**src/rtl/crop_pkg.sv**
```systemverilog
// Shared constants and helpers for the crop window controller: default geometry,
// FSM state encodings and the coordinate clamp used when latching the window origin.
package crop_pkg;

    localparam int unsigned DEF_PIXEL_BIT_WIDTH = 10;
    localparam int unsigned DEF_IN_ROWS         = 20;
    localparam int unsigned DEF_IN_COLS         = 20;
    localparam int unsigned DEF_OUT_ROWS        = 10;
    localparam int unsigned DEF_OUT_COLS        = 10;

    localparam int unsigned COL_W = $clog2(DEF_IN_COLS);
    localparam int unsigned ROW_W = $clog2(DEF_IN_ROWS);

    localparam logic [0:0] StIdle   = 1'b0;
    localparam logic [0:0] StActive = 1'b1;

    // One spare bit so origin + window size never wraps in the keep compare.
    function automatic int unsigned cmp_width(input int unsigned n);
        return $clog2(n) + 1;
    endfunction

    function automatic int unsigned clamp_coord(input int unsigned req, input int unsigned lim);
        return (req > lim) ? lim : req;
    endfunction

endpackage

```
**src/rtl/axis_out_reg.sv**
```systemverilog
// One-entry AXI Stream output register carrying tdata/tuser/tlast.
// Upstream may load whenever the slot is empty or being drained this cycle.
module axis_out_reg #(
    parameter int unsigned DataW = 10
) (
    input  logic             clk_i,
    input  logic             srst_i,
    input  logic             load_i,
    input  logic [DataW-1:0] data_i,
    input  logic             user_i,
    input  logic             last_i,
    output logic             s_ready_o,
    input  logic             m_ready_i,
    output logic             m_valid_o,
    output logic [DataW-1:0] m_data_o,
    output logic             m_user_o,
    output logic             m_last_o
);

    logic             valid_q;
    logic [DataW-1:0] data_q;
    logic             user_q;
    logic             last_q;

    always_ff @(posedge clk_i) begin
        if (srst_i) begin
            valid_q <= 1'b0;
            data_q  <= '0;
            user_q  <= 1'b0;
            last_q  <= 1'b0;
        end else if (load_i) begin
            valid_q <= 1'b1;
            data_q  <= data_i;
            user_q  <= user_i;
            last_q  <= last_i;
        end else if (m_ready_i) begin
            valid_q <= 1'b0;
        end
    end

    always_comb begin
        s_ready_o = !valid_q || m_ready_i;
        m_valid_o = valid_q;
        m_data_o  = data_q;
        m_user_o  = user_q;
        m_last_o  = last_q;
    end

endmodule

```
**src/rtl/crop_window_ctrl.sv**
```systemverilog
// Frame crop controller: tracks raster position of serialized pixels and forwards only the
// latched crop window. Optional frame counter output enabled by CROP_FRAME_CNT_EN.
module crop_window_ctrl
    import crop_pkg::*;
#(
    parameter int unsigned PIXEL_BIT_WIDTH = DEF_PIXEL_BIT_WIDTH,
    parameter int unsigned IN_ROWS         = DEF_IN_ROWS,
    parameter int unsigned IN_COLS         = DEF_IN_COLS,
    parameter int unsigned OUT_ROWS        = DEF_OUT_ROWS,
    parameter int unsigned OUT_COLS        = DEF_OUT_COLS
) (
    input  logic                        clk,
    input  logic                        srst,
    input  logic [$clog2(IN_COLS)-1:0]  crop_x0,
    input  logic [$clog2(IN_ROWS)-1:0]  crop_y0,
    input  logic                        s_axis_tvalid,
    output logic                        s_axis_tready,
    input  logic [PIXEL_BIT_WIDTH-1:0]  s_axis_tdata,
    input  logic                        s_axis_tuser,
    output logic                        m_axis_tvalid,
    input  logic                        m_axis_tready,
    output logic [PIXEL_BIT_WIDTH-1:0]  m_axis_tdata,
    output logic                        m_axis_tuser,
    output logic                        m_axis_tlast,
    output logic                        frame_done,
    output logic                        sof_err,
    output logic                        cfg_clamped
`ifdef CROP_FRAME_CNT_EN
    ,
    output logic [15:0]                 frame_cnt
`endif
);

    localparam int unsigned ColW    = $clog2(IN_COLS);
    localparam int unsigned RowW    = $clog2(IN_ROWS);
    localparam int unsigned ColCmpW = cmp_width(IN_COLS);
    localparam int unsigned RowCmpW = cmp_width(IN_ROWS);
    localparam int unsigned XMax    = IN_COLS - OUT_COLS;
    localparam int unsigned YMax    = IN_ROWS - OUT_ROWS;

    logic [0:0]      state_q, state_d;
    logic [RowW-1:0] row_q, row_d;
    logic [ColW-1:0] col_q, col_d;
    logic [ColW-1:0] x0_q, x0_d;
    logic [RowW-1:0] y0_q, y0_d;
    logic            clamped_q, clamped_d;
    logic            frame_done_q, frame_done_d;
    logic            sof_err_q, sof_err_d;

    logic               in_hs, sof, process, keep, last_pix;
    logic               out_user, out_last;
    logic [ColW-1:0]    x0_new, x0_eff, cur_col;
    logic [RowW-1:0]    y0_new, y0_eff, cur_row;
    logic [ColCmpW-1:0] col_c, x_lo, x_hi;
    logic [RowCmpW-1:0] row_c, y_lo, y_hi;

    always_comb begin
        in_hs   = s_axis_tvalid && s_axis_tready;
        sof     = in_hs && s_axis_tuser;
        process = in_hs && (sof || (state_q == StActive));

        x0_new  = ColW'(clamp_coord(32'(crop_x0), XMax));
        y0_new  = RowW'(clamp_coord(32'(crop_y0), YMax));
        // A SOF pixel is position (0,0) of the new frame and uses the freshly latched origin.
        x0_eff  = sof ? x0_new : x0_q;
        y0_eff  = sof ? y0_new : y0_q;
        cur_col = sof ? '0 : col_q;
        cur_row = sof ? '0 : row_q;

        col_c = ColCmpW'(cur_col);
        x_lo  = ColCmpW'(x0_eff);
        x_hi  = x_lo + ColCmpW'(OUT_COLS);
        row_c = RowCmpW'(cur_row);
        y_lo  = RowCmpW'(y0_eff);
        y_hi  = y_lo + RowCmpW'(OUT_ROWS);

        keep     = process && (row_c >= y_lo) && (row_c < y_hi) && (col_c >= x_lo) && (col_c < x_hi);
        out_user = (row_c == y_lo) && (col_c == x_lo);
        out_last = (col_c == x_hi - ColCmpW'(1));
        last_pix = (cur_row == RowW'(IN_ROWS - 1)) && (cur_col == ColW'(IN_COLS - 1));
    end

    always_comb begin
        state_d      = state_q;
        row_d        = row_q;
        col_d        = col_q;
        x0_d         = x0_q;
        y0_d         = y0_q;
        clamped_d    = clamped_q;
        frame_done_d = 1'b0;
        sof_err_d    = sof && (state_q == StActive);

        if (sof) begin
            x0_d      = x0_new;
            y0_d      = y0_new;
            clamped_d = (32'(crop_x0) > XMax) || (32'(crop_y0) > YMax);
        end

        if (process) begin
            if (last_pix) begin
                state_d      = StIdle;
                row_d        = '0;
                col_d        = '0;
                frame_done_d = 1'b1;
            end else begin
                state_d = StActive;
                if (cur_col == ColW'(IN_COLS - 1)) begin
                    col_d = '0;
                    row_d = cur_row + RowW'(1);
                end else begin
                    col_d = cur_col + ColW'(1);
                    row_d = cur_row;
                end
            end
        end
    end

    always_ff @(posedge clk) begin
        if (srst) begin
            state_q      <= StIdle;
            row_q        <= '0;
            col_q        <= '0;
            x0_q         <= '0;
            y0_q         <= '0;
            clamped_q    <= 1'b0;
            frame_done_q <= 1'b0;
            sof_err_q    <= 1'b0;
        end else begin
            state_q      <= state_d;
            row_q        <= row_d;
            col_q        <= col_d;
            x0_q         <= x0_d;
            y0_q         <= y0_d;
            clamped_q    <= clamped_d;
            frame_done_q <= frame_done_d;
            sof_err_q    <= sof_err_d;
        end
    end

    axis_out_reg #(
        .DataW (PIXEL_BIT_WIDTH)
    ) u_out_reg (
        .clk_i     (clk),
        .srst_i    (srst),
        .load_i    (keep),
        .data_i    (s_axis_tdata),
        .user_i    (out_user),
        .last_i    (out_last),
        .s_ready_o (s_axis_tready),
        .m_ready_i (m_axis_tready),
        .m_valid_o (m_axis_tvalid),
        .m_data_o  (m_axis_tdata),
        .m_user_o  (m_axis_tuser),
        .m_last_o  (m_axis_tlast)
    );

    always_comb begin
        frame_done  = frame_done_q;
        sof_err     = sof_err_q;
        cfg_clamped = clamped_q;
    end

`ifdef CROP_FRAME_CNT_EN
    logic [15:0] frame_cnt_q;

    always_ff @(posedge clk) begin
        if (srst) begin
            frame_cnt_q <= '0;
        end else if (frame_done_d) begin
            frame_cnt_q <= frame_cnt_q + 16'd1;
        end
    end

    always_comb frame_cnt = frame_cnt_q;
`endif

endmodule

```
**config.mk**
```make
export PLATFORM = sky130hd
export DESIGN_NAME = crop_window_ctrl
export DESIGN_NICKNAME = d
export VERILOG_FILES = /design/src/rtl/crop_pkg.sv /design/src/rtl/axis_out_reg.sv /design/src/rtl/crop_window_ctrl.sv
export SDC_FILE = /design/constraint.sdc
export NUM_CORES = 1
export LEC_CHECK = 0
export BUFFER_PORTS_ARGS = -buffer_cell sky130_fd_sc_hd__buf_4
export CAP_MARGIN = 20
export CORE_AREA = 2 2 67 75
export CTS_BUF_LIST = sky130_fd_sc_hd__clkbuf_8 sky130_fd_sc_hd__clkbuf_16
export CTS_CLUSTER_DIAMETER = 200
export DETAILED_ROUTE_END_ITERATION = 10
export DIE_AREA = 0 0 69 77
export PLACE_DENSITY = 0.89
export SKIP_LAST_GASP = 1
export SLEW_MARGIN = 5
export SYNTH_ARGS = -nofsm -noshare
export SYNTH_HDL_FRONTEND = slang
export SYNTH_SLANG_ARGS = --single-unit
```
**constraint.sdc**
```tcl
create_clock -name clk -period 4.2 [get_ports clk]
set_input_delay 0.21 -clock clk [delete_from_list [all_inputs] [get_ports clk]]
set_output_delay 0.21 -clock clk [all_outputs]
set_load 0.02 [all_outputs]
```
==> impl_results.md, run 1 <==
- Status: finished, final reports clean
- Clock Power Share: 30.4%
- First DRT Iteration DRCs: 135
- CTS tree: done
- Library cells used by synthesis: 57
- Syn Area/Cell: 8.172 µm²
- Syn Nets: 351
- Top cell type's share of synthesized area: 30.11%
- CTS root buffer: clkbuf_8
- Switch Pwr: 237.8 µW
- Vias: 2312
- Power Density: ~270 nW/µm²
- Final WL: between 5 and 6 mm
- Worst VDD drop: ~270 µV
- Placed cell count: between 300 and 400
- Core area: 4554 µm²
- Layout cells sized above 1: a little under a fifth
- Synth Flop Type: dfxtp_1
- Area leader, netlist: dfxtp_1
- Cell area after synthesis: between 2000 and 2500 µm²
- Worst EP arrival: around 4000 ps
- Crit Path Max Fanout: 12
- Synth Register Bits: 37
- Kind of critical path: flip-flop to flip-flop
- Routed Antenna Nets: 0
- I/O pins: 42
- Hold Crit Class: input port to flip-flop
- Worst Tran Pin Value: 695.2 ps
- Async SR Flop Fraction: 0%
- DRT Pass-1 Iters: 4
- Row cnt: 26
- Horiz. Die Dim: 69 µm
- Initial antenna violation count: 0
- NumNets Final: about 390
- GR Overflow Total: 0
- Unrepaired setup endpoints after global routing: false
- Seq pwr share: 47.1%
- Buffer levels on the longest clock path: 2
- Most common cell in the netlist: dfxtp_1
- First-pass GRT wire length: 10.20 mm
- Setup Skew: 4.774 ps
- Register Area: 740.7 µm²
- P_leak: 1.277 nW
- Initial Utilization: 54.01%
- Setup TNS: 0 ps
- Full die area: 5313 µm²
- Clock Sink Count: 37
- Gate power share: between 20% and 30%
- Post-synth EDFFs: 0
- DR WL/cell: 14.60 µm
- Die Y: approximately 77 µm
- Clk_lat worst skew: 290 ps
- Final hold vios: 0
- Area after DPL: 2796 µm²
- Sequential area share after synthesis: between 30% and 40%
- CP startpoint kind: flip-flop
- Slew Limit Fails: 0
- Final instance area: between 2000 and 3000 µm²
- Final setup viols: 0
- Vias in the first global route: 2264
- Max Cap Viol: 0
- Tcrit/Tclk final: 90.20%
- Worst path required time: 4360 ps
- Crit. End Element: flip-flop
- Area growth syn-to-layout: 17.04%
- Post-CTS resize count: 0
- Synth area leaders: dfxtp_1 (30%), ha_1 (13%), a21oi_1 (6.7%)
- Yosys warnings: 0
- CTS clock-pin slew for the worst setup and hold paths: 70 ps
- Fillers: 385
- Final min period: about 3800 ps
- Worst slew margin: 53.52%
- Multi-input gate area: 1590 µm²
- Switching share of total power: 30.36%
- All-Layer GR Usage: 22.95%
- DRC errors left: 0
- Gpl congestion: 0.8600
- Max Clk Rate: 264.0 MHz
- Via density: 5.853
- Finished Layout Cells: just under 400
- Synthesized instance count: 301
- H-tree levels: 2
- Antenna diode count: 0
- Post-CTS Hold Buffers: 0
- Setup bufs post-CTS: 0
- Pint: 545.5 µW
- Pwr Total: 783.3 µW
- Commonest cells in the netlist: dfxtp_1 (37), a21oi_1 (33), nor2_1 (29)
- TritonCTS Buffers: 5
- Largest net degree at the start of global routing: 40
- IO Port Bufs: a little over 40
- HPWL after DPL: 4.363 mm
==> final timing paths <==
check                                                         from                            endpoint  slack (ps)  cells past startpoint
worst min register to register  u_out_reg.m_data_o[2]$_SDFFE_PP0P_  u_out_reg.m_data_o[2]$_SDFFE_PP0P_         480                      2
worst max register to register    u_out_reg.m_valid_o$_SDFFE_PP0P_  u_out_reg.m_data_o[0]$_SDFFE_PP0P_         410                     15
worst min-delay path                               s_axis_tdata[4]  u_out_reg.m_data_o[4]$_SDFFE_PP0P_         180                      3
worst max-delay path              u_out_reg.m_valid_o$_SDFFE_PP0P_  u_out_reg.m_data_o[0]$_SDFFE_PP0P_         410                     15
==> placed cells by master (no fill, tap or decap), drive strengths merged, types with 4 or more instances in the layout <==
master  netlist  final
a21oi        34     34
dfxtp        37     37
nand4         6      6
buf          10     45
xor2          4      4
nand3        19     19
clkbuf        5      5
and2          7      7
a21o          6      6
ha           25     25
nor2         30     30
o21ai        28     28
nor2b         9      9
inv          14     15
xnor2         8      8
nor3          4      4
nand2        10     10
==> registers in the layout, summed over array words and instances, names as in the netlist <==
signal               cells
cfg_clamped              1
sof_err                  1
u_out_reg.m_user_o       1
state_q                  1
col_q                    5
y0_q                     5
row_q                    5
x0_q                     5
u_out_reg.m_valid_o      1
frame_done               1
u_out_reg.m_last_o       1
u_out_reg.m_data_o      10
==> cells by family after synthesis <==
kind of cell             synth area share, %
AND/OR/NAND/NOR                        21.62
AO/OA/AOI/OAI                          25.64
flip-flops                             30.11
buffers and inverters                  5.239
adder cells (fa/ha/maj)                12.72
XOR/XNOR                               4.273
multiplexers                          0.4069
==> power groups by stage <==
stage                     sequential [mW]  combinational, mW  clock (mW)
after floorplan                     0.381              0.112           0
after global placement              0.376              0.169           0
after CTS                           0.368              0.175       0.243
final                               0.369              0.176       0.238
after detailed placement            0.376              0.175           0
after global routing                0.370              0.197       0.261
==> metrics by stage <==
step	utilization [%]	setup WS [ps]	hold slack [ps]
after CTS	63.21	441.2	172.7
after global placement	61.40	682.3	474.0
final	63.21	411.5	177.5
after global routing	63.21	141.4	184.1
after floorplan	-	541.1	357.7
after detailed placement	61.40	502.6	475.7
==> final cells by class <==
cell class              count  share of cell area (%)
inverters                  15                   1.999
flip-flops and latches     37                   25.73
well taps                  56                   2.434
clock buffers               5                   2.390
multi-input cells         234                   55.24
repair buffers             45                   11.73
clock inverters             3                  0.4781
==> routing by layer <==
metal / global-route usage [%] / part of all wire, % / vias to the layer above
li1: - / - / 1162
met1: 29.02 / 44 / 1068
met2: 39.04 / 48 / 75
met3: 4.993 / 6.0 / 7
met4: 6.667 / 1.3 / 0
met5: 0 / 0 / -
==> critical path, cell delays in order, from the launching register on <==
cell      delay [ps]
dfxtp_1          330
nor2b_4          250
clkinv_2         150
nand3_2          230
nor2_1            80
a21oi_1          260
inv_1            160
ha_1             320
xnor2_1          160
ha_1             300
a21oi_1          130
nor2b_1           60
o32a_1           340
or3_1            510
o21ai_0          270
a21oi_1          100
Note: power is estimated with default switching activity, not from simulation.
==> inputs of run 2 (changes only) <==
- CORE_AREA: 2 2 67 75 -> 2 2 65 73
- DIE_AREA: 0 0 69 77 -> 0 0 67 75
- PLACE_DENSITY: 0.89 -> 0.93
- RECOVER_POWER: default -> 25
- clock period: 4.2 -> 4.6 ns (I/O delays scaled with it)
==> run 2 against run 1 <==
Effect of this change: cell count down 0.76%; utilization is 3.9 points higher; clock power up 20%; hold slack better by 9.1 ps; sequential power is 8.9% lower; sequential share of layout area rose by 0.20 points; routed wire length increased by 7.3%; register-to-register slack better by 390 ps; clock skew is 1.9 ps higher; first-iteration DRC count increased by 59%; highest routed layer unchanged.
==> impl_results.md, run 2 (same netlist as run 1, synthesis figures left out) <==
- Final WL: 6.189 mm
- Max Clk Rate: 263.1 MHz
- Slew Limit Fails: 0
- Worst Tran Pin Value: ~800 ps
- First-pass GRT wire length: between 10 and 15 mm
- Clk_lat worst skew: 300 ps
- GR Util met3: 5.979%
- All-Layer GR Usage: 27.16%
- First DRT Iteration DRCs: ~220
- Fillers: 365
- Unrepaired setup endpoints after global routing: false
- Crit Path Max Fanout: 14
- Final setup viols: 0
- Largest net degree at the start of global routing: 40
- CTS clock-pin slew for the worst setup and hold paths: about 70 ps
- Critical path's slowest cell: o41ai_2
- Area growth syn-to-layout: 16.12%
- DR WL/cell: 15.79 µm
- Register Area: about 740 µm²
- DRC errors left: 0
- Post-CTS resize count: 0
- Pwr Total: 781.2 µW
- H-tree levels: 2
- Final hold vios: 0
- Worst EP arrival: 4000 ps
- Final Util: about two thirds
- Setup Skew: about 6.7 ps
- Horiz. Die Dim: 67 µm
- GR Overflow Total: 0
- Most Used Layer, Global Route: met2
- Setup TNS: 0 ps
- Hold_ws: ~190 ps
- Final instance area: 2856 µm²
- Max Cap Viol: 0
- CP startpoint kind: flip-flop
- Core area: 4254 µm²
- Initial antenna violation count: 0
- Multi-input gate area: 1590 µm²
- NumNets Final: 387
- Place WS: 898.3 ps
- Worst slew margin: approximately 45%
- Commonest non-fill, non-tap cell in the layout: dfxtp_1
- Layout cells sized above 1: approximately 16%
- Via density: 6.117
- Kind of critical path: flip-flop to flip-flop
- Tcrit/Tclk final: 82.63%
- Clock Sink Count: 37
- Crit. End Element: flip-flop
- Setup bufs post-CTS: 0
- Buffer levels on the longest clock path: 2
- TritonCTS Buffers: 5
- CTS root buffer: clkbuf_8
- Placed cell count: approximately 380
- Hold Crit Class: input port to flip-flop
- IO Port Bufs: 41
- Antenna diode count: 0
- Status: finished, final reports clean
- Met1 Use GR: 34.21%
- Cells along the critical path: nor2b_4 -> clkinv_2 -> nand3_2 -> nor2_1 -> a21oi_1 -> inv_1 -> ha_1 -> xnor2_1 -> ha_1 -> a21oi_1 -> nor2b_1 -> o32a_1 -> nor3_1 -> buf_4 -> nand2_1 -> o41ai_2
- Die Y: roughly 75 µm
- Final min period: ~3800 ps
- Vias in the first global route: 2249
- Worst VDD drop: 238.3 µV
- Max FFs per register: 10
- Finished Layout Cells: just under 400
- Final setup margin: roughly 800 ps
- Commonest cells after routing, fill and taps aside: dfxtp_1 (37), a21oi_1 (33), buf_4 (33)
- Area after DPL: 2786 µm²
- Initial Utilization: 57.82%
- Row cnt: 25
- Gpl congestion: 0.9497
- CTS tree: done
- Power Density: 273.5 nW/µm²
- I/O pins: 42
- Post-CTS Hold Buffers: 0
- GR Util met2: 46.09%
- DRT Pass-1 Iters: 5
- Worst path required time: 4800 ps
- Full die area: 5025 µm²
- Routed Antenna Nets: 0
- Vias: 2398
- P_leak: 1.236 nW
- CP peak stage delay: 420 ps
- HPWL after DPL: 4.582 mm
run 2: cell type report:
class | count | share of cell area [%]
Clock buffer | 5 | 2.409
Clock inverter | 3 | 1.489
Inverter | 15 | 2.015
Multi-Input combinational cell | 234 | 55.67
Sequential cell | 37 | 25.93
Tap cell | 54 | 2.365
Timing Repair Buffer | 44 | 10.12
run 2: worst max-delay path, delay by kind of cell, from the launching register on:
| family | cells | cell delay (ps) |
|---|---|---|
| fa+ha+maj | 2 | 570 |
| xor+xnor | 1 | 210 |
| flops | 1 | 340 |
| buf+inv | 3 | 500 |
| compound gates | 4 | 1100 |
| simple gates | 6 | 980 |
run 2: worst paths after layout:
kind,start,to,cells past startpoint,slack (ps)
max,u_out_reg.m_valid_o$_SDFFE_PP0P_,u_out_reg.m_last_o$_SDFFE_PP0P_,16,800
min,s_axis_tdata[5],u_out_reg.m_data_o[5]$_SDFFE_PP0P_,3,190
max reg2reg,u_out_reg.m_valid_o$_SDFFE_PP0P_,u_out_reg.m_last_o$_SDFFE_PP0P_,16,800
min reg2reg,u_out_reg.m_data_o[7]$_SDFFE_PP0P_,u_out_reg.m_data_o[7]$_SDFFE_PP0P_,2,490
run 2: layer usage:
metal | share of wire (%) | up-vias
met4 | 1.8 | 0
met2 | 49 | 113
li1 | - | 1160
met1 | 42 | 1111
met3 | 7.4 | 14
met5 | 0 | -
run 2: where the power goes:
group | total, mW | leakage, nW | internal [mW] | switching, mW
Clock | 0.285 | 0.0595 | 0.160 | 0.124
Sequential | 0.336 | 0.300 | 0.330 | 0.00678
Combinational | 0.160 | 0.876 | 0.0624 | 0.0976
Total | 0.781 | 1.24 | 0.552 | 0.229
